--- src/rtl/word_packer_128_if.sv ---
// Word-stream input and FIFO push side of the 128-bit word packer.
// The packer uses the slave modport; the word source/FIFO model uses master.
interface word_packer_128_if #(
    parameter int WORD_W    = 32,
    parameter int NUM_WORDS = 4
);
    localparam int OUT_W = WORD_W * NUM_WORDS;

    logic [WORD_W-1:0] i_Word;
    logic              i_Word_Valid;
    logic              o_Word_Ready;
    logic              i_Buffer_Full;
    logic [OUT_W-1:0]  o_Data;
    logic              o_Data_Coming;

    modport master (
        output i_Word,
        output i_Word_Valid,
        input  o_Word_Ready,
        output i_Buffer_Full,
        input  o_Data,
        input  o_Data_Coming
    );

    modport slave (
        input  i_Word,
        input  i_Word_Valid,
        output o_Word_Ready,
        input  i_Buffer_Full,
        output o_Data,
        output o_Data_Coming
    );
endinterface

--- src/rtl/word_packer_128.sv ---
// Packs NUM_WORDS narrow words (first word in the MSB lane) into one block for the FIFO.
// Optional PACKER_FLUSH_EN adds i_Flush to close a partial block zero-filled.
module word_packer_128 #(
    parameter int WORD_W    = 32,
    parameter int NUM_WORDS = 4,
    parameter int CNT_W     = 16
) (
    input  logic             i_Clk,
    input  logic             i_Reset,
    input  logic             i_EN,
`ifdef PACKER_FLUSH_EN
    input  logic             i_Flush,
`endif
    word_packer_128_if.slave bus,
    output logic             o_Busy,
    output logic [CNT_W-1:0] o_Block_Count
);
    localparam int OUT_W = WORD_W * NUM_WORDS;
    localparam int CW    = $clog2(NUM_WORDS + 1);

    typedef enum logic {FILL, HOLD} state_t;

    state_t           state_q, state_n;
    logic [CW-1:0]    cnt_q, cnt_n;
    logic [OUT_W-1:0] data_q, data_n;
    logic [CNT_W-1:0] blk_q, blk_n;
    logic             ready;
    logic             xfer;
    logic             push;
    logic             flush;

`ifdef PACKER_FLUSH_EN
    assign flush = i_Flush;
`else
    assign flush = 1'b0;
`endif

    assign ready = i_EN & ~i_Reset & (state_q == FILL);
    assign xfer  = ready & bus.i_Word_Valid;
    assign push  = i_EN & ~i_Reset & ~bus.i_Buffer_Full
                 & (state_q == HOLD);

    always_comb begin
        state_n = state_q;
        cnt_n   = cnt_q;
        data_n  = data_q;
        blk_n   = blk_q;
        if (i_EN) begin
            unique case (state_q)
                FILL: begin
                    if (xfer) begin
                        for (int i = 0; i < NUM_WORDS; i++) begin
                            if (cnt_q == CW'(i))
                                data_n[OUT_W-1-i*WORD_W -: WORD_W] = bus.i_Word;
                        end
                        if (cnt_q == CW'(NUM_WORDS - 1)) begin
                            cnt_n   = '0;
                            state_n = HOLD;
                        end else begin
                            cnt_n = cnt_q + CW'(1);
                        end
                    end
                    // Partial close: lanes past the last written word are cleared
                    if (flush && (xfer || cnt_q != '0) && state_n == FILL) begin
                        for (int i = 0; i < NUM_WORDS; i++) begin
                            if (CW'(i) >= cnt_q + CW'(xfer))
                                data_n[OUT_W-1-i*WORD_W -: WORD_W] = '0;
                        end
                        cnt_n   = '0;
                        state_n = HOLD;
                    end
                end
                HOLD: begin
                    if (push) begin
                        state_n = FILL;
                        blk_n   = blk_q + CNT_W'(1);
                    end
                end
                default: state_n = FILL;
            endcase
        end
    end

    always_ff @(posedge i_Clk) begin
        if (i_Reset) begin
            state_q <= FILL;
            cnt_q   <= '0;
            data_q  <= '0;
            blk_q   <= '0;
        end else begin
            state_q <= state_n;
            cnt_q   <= cnt_n;
            data_q  <= data_n;
            blk_q   <= blk_n;
        end
    end

    assign bus.o_Word_Ready  = ready;
    assign bus.o_Data        = data_q;
    assign bus.o_Data_Coming = push;
    assign o_Busy            = (cnt_q != '0) | (state_q == HOLD);
    assign o_Block_Count     = blk_q;
endmodule
--- src/flat_wrapper.sv ---
// flat-port wrapper written by rule: the top's interface ports become plain ports
module word_packer_128_flat 
#(
    parameter int WORD_W    = 32,
    parameter int NUM_WORDS = 4,
    parameter int CNT_W     = 16
)
  (i_Clk, i_Reset, i_EN, o_Busy, o_Block_Count, bus_i_Word, bus_i_Word_Valid, bus_o_Word_Ready, bus_i_Buffer_Full, bus_o_Data, bus_o_Data_Coming);
  word_packer_128_if #(.WORD_W(WORD_W), .NUM_WORDS(NUM_WORDS)) bus_i ();
  input  logic i_Clk;
  input  logic i_Reset;
  input  logic i_EN;
  output logic o_Busy;
  output logic [CNT_W-1:0] o_Block_Count;
  input wire logic [$bits(bus_i.i_Word)-1:0] bus_i_Word;
  input wire logic [$bits(bus_i.i_Word_Valid)-1:0] bus_i_Word_Valid;
  output wire logic [$bits(bus_i.o_Word_Ready)-1:0] bus_o_Word_Ready;
  input wire logic [$bits(bus_i.i_Buffer_Full)-1:0] bus_i_Buffer_Full;
  output wire logic [$bits(bus_i.o_Data)-1:0] bus_o_Data;
  output wire logic [$bits(bus_i.o_Data_Coming)-1:0] bus_o_Data_Coming;
  assign bus_i.i_Word = bus_i_Word;
  assign bus_i.i_Word_Valid = bus_i_Word_Valid;
  assign bus_o_Word_Ready = bus_i.o_Word_Ready;
  assign bus_i.i_Buffer_Full = bus_i_Buffer_Full;
  assign bus_o_Data = bus_i.o_Data;
  assign bus_o_Data_Coming = bus_i.o_Data_Coming;
  word_packer_128 #(.WORD_W(WORD_W), .NUM_WORDS(NUM_WORDS), .CNT_W(CNT_W)) u_core (.i_Clk(i_Clk), .i_Reset(i_Reset), .i_EN(i_EN), .bus(bus_i), .o_Busy(o_Busy), .o_Block_Count(o_Block_Count));
endmodule
--- config.mk ---
export PLATFORM = sky130hd
export DESIGN_NAME = word_packer_128_flat
export DESIGN_NICKNAME = d
export VERILOG_FILES = /design/src/rtl/word_packer_128_if.sv /design/src/rtl/word_packer_128.sv /design/src/flat_wrapper.sv
export SDC_FILE = /design/constraint.sdc
export NUM_CORES = 1
export LEC_CHECK = 0
export CORE_UTILIZATION = 45
export CTS_CLUSTER_DIAMETER = 200
export DETAILED_ROUTE_END_ITERATION = 7
export PLACE_DENSITY = 0.8
export SLEW_MARGIN = 20
export SYNTH_ARGS = -nofsm -noshare
export SYNTH_HDL_FRONTEND = slang
export SYNTH_SLANG_ARGS = --single-unit
--- constraint.sdc ---
create_clock -name i_Clk -period 2.7 [get_ports i_Clk]
set_input_delay 0.54 -clock i_Clk [delete_from_list [all_inputs] [get_ports i_Clk]]
set_output_delay 0.54 -clock i_Clk [all_outputs]
set_load 0.02 [all_outputs]
# Word-level counts from Yosys, hierarchy flattened
# Index checks and enable logic that the tools add are counted.
# op_classes
add_sub_neg	2
mul	0
div	0
magnitude_cmp	0
n_eq_ne	3
shifts	0
muxes	5
bitwise	9
reduce_logical	8
# ops
cell	count
$add 16x1->16 const B	1
$reduce_and 4->1	4
$eq 3x2->1 const B	2
$reduce_and 3->1	2
$and 1x1->1	5
$add 3x1->3 const B	1
$eq 3x1->1 const B	1
$logic_not 3->1	1
$mux 1	3
$mux 3	1
$not 1->1	3
$reduce_bool 3->1	1
$pmux 1 s2	1
$or 1x1->1	1
# word_totals
register_bits	148
latch_bits	0
ramBits	0
romBits	0
inputBits	37
out_inout_bits	147
elab_cells	34
n_memories	0

# Logic depth before layout (Yosys ltp)
# depth
ltp_word	6
depth_mapped	7
mapped_depth_nobuf	5

# Least setup slack after synthesis
# Ideal clock, no wire load.
# synth_timing
path_kind	input port to flip-flop
startpoint	input port i_Reset
endpoint	register u_core.blk_q[15], in the netlist u_core.o_Block_Count[15]
setup_ns	0.070
arrival_ns	1.978
t_required_ns	2.630
path_slack_ns	0.652
cell_stages	6
path_buffers	2
path_cell_list	buf_6 > nand4bb_1 > buf_2 > or4_4 > or3_1 > a21oi_1
# synth_between
elab_chain_len	5
# synth_lines
element	line_no	text
start, declared	flat_wrapper.sv:11	input logic i_Reset;
$not 1->1	word_packer_128.sv:40	assign push = i_EN & ~i_Reset & ~bus.i_Buffer_Full
$and 1x1->1 (2 in series)	word_packer_128.sv:40	
$and 1x1->1	word_packer_128.sv:41	& (state_q == HOLD);
$reduce_and 3->1 (no line)	--	
end signal, assigned	word_packer_128.sv:94	blk_q <= blk_n;
end, declared	word_packer_128.sv:26	logic [CNT_W-1:0] blk_q, blk_n;
# Several ways; a longest one is shown, not always the timed one.
# A chain may end at the register's enable or synchronous reset.

# Final worst setup path
# layout_timing
startpoint	register u_core.cnt_q[0]
endpoint	output port o_Busy
# layout_between
elab_chain_len	2
# layout_lines
element	line_no	text
start, declared	word_packer_128.sv:24	logic [CW-1:0] cnt_q, cnt_n;
start signal, assigned	word_packer_128.sv:92	cnt_q <= cnt_n;
$reduce_bool 3->1	--	
$or 1x1->1	word_packer_128.sv:101	assign o_Busy = (cnt_q != '0) | (state_q == HOLD);
end, declared	flat_wrapper.sv:13	output logic o_Busy;
# Every way passes these cells.

==> impl_results.rst <==
.. list-table::
   :header-rows: 1

   * - Metric
     - Value
   * - Number of global-route vias before repair
     - 5208
   * - Post-synth EDFFs
     - 0
   * - Setup-violating endpoint count in the final report
     - 0
   * - Library cell occupying the most area in the post-synthesis netlist
     - sky130_fd_sc_hd__dfxtp_1
   * - Final Max Slew Viols
     - 0
   * - Transition time at the pin with the least slew margin
     - 1.01 ns
   * - Met3 track utilization from global routing
     - 10.1%
   * - Die Footprint
     - 12300 um2
   * - Post-Syn Nets
     - about 710
   * - Number of buffers inserted by hold repair at cts
     - 0
   * - Tmin final
     - around 2.6 ns
   * - Average via count per standard cell
     - 5.31
   * - Worst Skew
     - roughly 0.0091 ns
   * - Placer congestion estimate
     - approximately 0.79
   * - Nature of the critical path startpoint
     - flip-flop
   * - Fraction of synthesized cell area taken by the top area cell type
     - 55.6%
   * - Total Neg Setup Slack
     - 0 ns
   * - Maximum clock insertion buffer count
     - 2
   * - Setup slack after layout
     - roughly 0.11 ns
   * - Maximum frequency from static timing analysis
     - 386 MHz
   * - Horizontal extent of the die
     - 111 um
   * - Number of antenna violations at the first check in global routing
     - 0
   * - Number of core rows
     - 39
   * - Number of buffers added on ports
     - 183
   * - Overflow left after global routing
     - 0
   * - Number of distinct standard cells referenced by the synthesized netlist
     - 32
   * - Run status
     - completed
   * - Capturing element type of the critical path
     - output port
   * - Hold_ws
     - 0.338 ns
   * - Final routed wirelength across all metal layers
     - ~16000 um
   * - Total iterations of the first detailed-routing run
     - 5
   * - Vias post-DR
     - 5326
   * - DRC violations left
     - 0
   * - Slowest-stage cell, CP
     - sky130_fd_sc_hd__clkdlybuf4s50_1
   * - Crit path DAT
     - 2.05 ns
   * - TritonCTS buffer count
     - 17
   * - Dominant register cell in the synthesized netlist
     - sky130_fd_sc_hd__dfxtp_1
   * - Number of top-level pins
     - 184
   * - Max IR drop VDD
     - about 0.48 mV
   * - Clock tree sinks
     - about 150
   * - Total Nets Final
     - 890
   * - Slack of the worst reg-to-reg path
     - approximately 0.78 ns
   * - Area added between synthesis and finish
     - 48.6%
   * - Fin crit share
     - 95.9%
   * - CP max FO
     - 5
   * - Critical path cell sequence
     - inv_1, ha_1, or3b_2, clkdlybuf4s50_1
   * - Number of cells upsized or downsized after cts
     - 0
   * - Critical Path Max Stage Delay
     - between 0.5 and 0.6 ns
   * - MaxCap Viol Count
     - 0
   * - Share of post-route cells with drive strength above 1
     - about 6.2%
   * - Netlist area before placement
     - 5330 um2
   * - Relative max-transition margin
     - 32.7%
   * - Clock latency reported for the late side of the worst-skew pair
     - 0.42 ns
   * - Leakage
     - 2.67 nW
   * - Post-CTS repair timing setup buffer count
     - 0
   * - Count of warnings emitted by yosys
     - 0
   * - Cells after synthesis
     - between 600 and 700
   * - Diodes inserted
     - 0
   * - Starting density of the core
     - 46.5%
   * - Most heavily used metal layer in global routing
     - met2
   * - GR Util met1
     - 29.7%
   * - Core footprint
     - 11500 um2
   * - Share of synthesized area occupied by flip-flops and latches
     - 55.6%
   * - Total power
     - between 4 and 5 mW
   * - GR Util All Layers
     - a little over a quarter
   * - Maximum number of pins on one net before global-route repair
     - 100
   * - CTS clock-pin slew for the worst setup and hold paths
     - 0.06 ns
   * - Iteration-0 DRC Markers
     - 345
   * - Global-route wire length before repair
     - 25900 um
   * - Required time at the worst-slack endpoint
     - 2.16 ns
   * - Top post-synthesis cells by area
     - sky130_fd_sc_hd__dfxtp_1 56%, sky130_fd_sc_hd__nand2_1 19%, sky130_fd_sc_hd__a21oi_1 13%
   * - M2 GR Usage
     - a little under half
   * - Cell with the most instances after synthesis
     - sky130_fd_sc_hd__nand2_1
   * - Power density over the cells
     - between 600 and 700 nW/um2
   * - Placed wire-length estimate
     - around 11000 um
   * - Final count of hold timing violations
     - 0
   * - Count of antenna-violating nets left after detailed routing
     - 0
   * - Classification of the worst setup path
     - flip-flop to output port
   * - Buffer type at the clock tree root
     - sky130_fd_sc_hd__clkbuf_16
   * - Y dimension of the die
     - about 110 um
   * - Average wire length per cell after detail routing
     - 16.1 um
   * - Minimum setup slack after placement
     - 0.142 ns
   * - Synth Register Bits
     - 148
   * - Path category of the worst min-delay check
     - input pin to flip-flop
   * - Maximum level of the CTS H-tree
     - 4
   * - Setup repair after global routing missed its margin
     - no
   * - Most numerous cell types in the synthesized netlist
     - 266 x sky130_fd_sc_hd__nand2_1, 148 x sky130_fd_sc_hd__dfxtp_1, 137 x sky130_fd_sc_hd__a21oi_1
   * - Async S/R FF share, synth
     - 0%
   * - Final design utilization
     - 69.1%
   * - CTS tree
     - yes
   * - Average size of a mapped cell
     - around 8 um2
per-stage QoR:
stage	cells	cell area [um2]
floorplan	669	5330
global placement	972	7330
detailed placement	972	7330
CTS	1003	7920
global route	1003	7920
finish	1003	7920
critical path: cells and delay by family (launching register included):
| kind | cells | cell delay, ns |
|---|---|---|
| fa+ha+maj | 1 | 0.18 |
| simple gates | 1 | 0.45 |
| buf+inv | 2 | 0.66 |
| flops | 1 | 0.35 |
routing by layer:
| layer | share of wire, % | vias to the layer above |
|---|---|---|
| met5 | 0 | - |
| met4 | 1.8 | 0 |
| met3 | 9.6 | 28 |
| met2 | 50 | 244 |
| met1 | 39 | 2524 |
| li1 | - | 2530 |
state kept, by name, summed over array words and instances (netlist names):
name / flops
u_core.cnt_q: 3
u_core.state_q: 1
u_core.o_Block_Count: 16
u_core.bus.o_Data: 128
cells in the final DEF (no fill, tap or decap), drive strengths merged, types with 2 or more instances in the layout:
cell / netlist / routed
a21oi: 137 / 137
or3: 3 / 3
o21ai: 4 / 4
ha: 5 / 5
nor3: 5 / 5
clkbuf: 41 / 27
nand3: 6 / 6
dfxtp: 148 / 148
nand4: 4 / 4
buf: 2 / 21
and2: 2 / 2
inv: 5 / 5
nand2: 266 / 266
nand3b: 3 / 3
bufinv: 0 / 3
nand4bb: 2 / 2
nand2b: 2 / 2
nor2: 11 / 11
clkdlybuf4s50: 0 / 182
nor3b: 3 / 3
xor2: 5 / 5
xnor2: 5 / 5
final cells by class:
type                       instances  area [um2]
timing repair buffer             203        1980
tap                              143         179
clock inverter                     4        95.1
inverter                           5        18.8
sequential                       148        2960
fill                             899        3550
clock buffer                      27         493
multi-input combinational        473        2190
logic make-up (layout without fill, tap and decap cells):
group	count (synthesis)	after routing	share of synthesized area, %
and+or+nand+nor	315	315	24.5
muxes	1	1	0.188
AOI/OAI and AO/OA	142	142	13.4
DFF	148	148	55.6
buffers and inverters	48	239	3.54
adders and majority gates	5	5	1.17
xor gates and xnor gates	10	10	1.64
power breakdown:
group | internal, mW | switching (mW) | total [mW] | leakage [nW]
Combinational | 0.107 | 0.139 | 0.245 | 1.19
Clock | 1.52 | 0.834 | 2.36 | 0.286
Sequential | 2.21 | 0.0117 | 2.22 | 1.19
Total | 3.83 | 0.985 | 4.82 | 2.67
path summary, 6_finish.rpt:
| path | from | end | cells past startpoint |
|---|---|---|---|
| worst min-delay path | i_Reset | u_core.state_q | 2 |
| worst max-delay path | u_core.cnt_q[0] | o_Busy | 4 |
| worst min register to register | u_core.bus.o_Data[8] | u_core.bus.o_Data[8] | 2 |
| worst max register to register | u_core.state_q | u_core.o_Block_Count[15] | 4 |
Power figures use the tool's default switching activity.
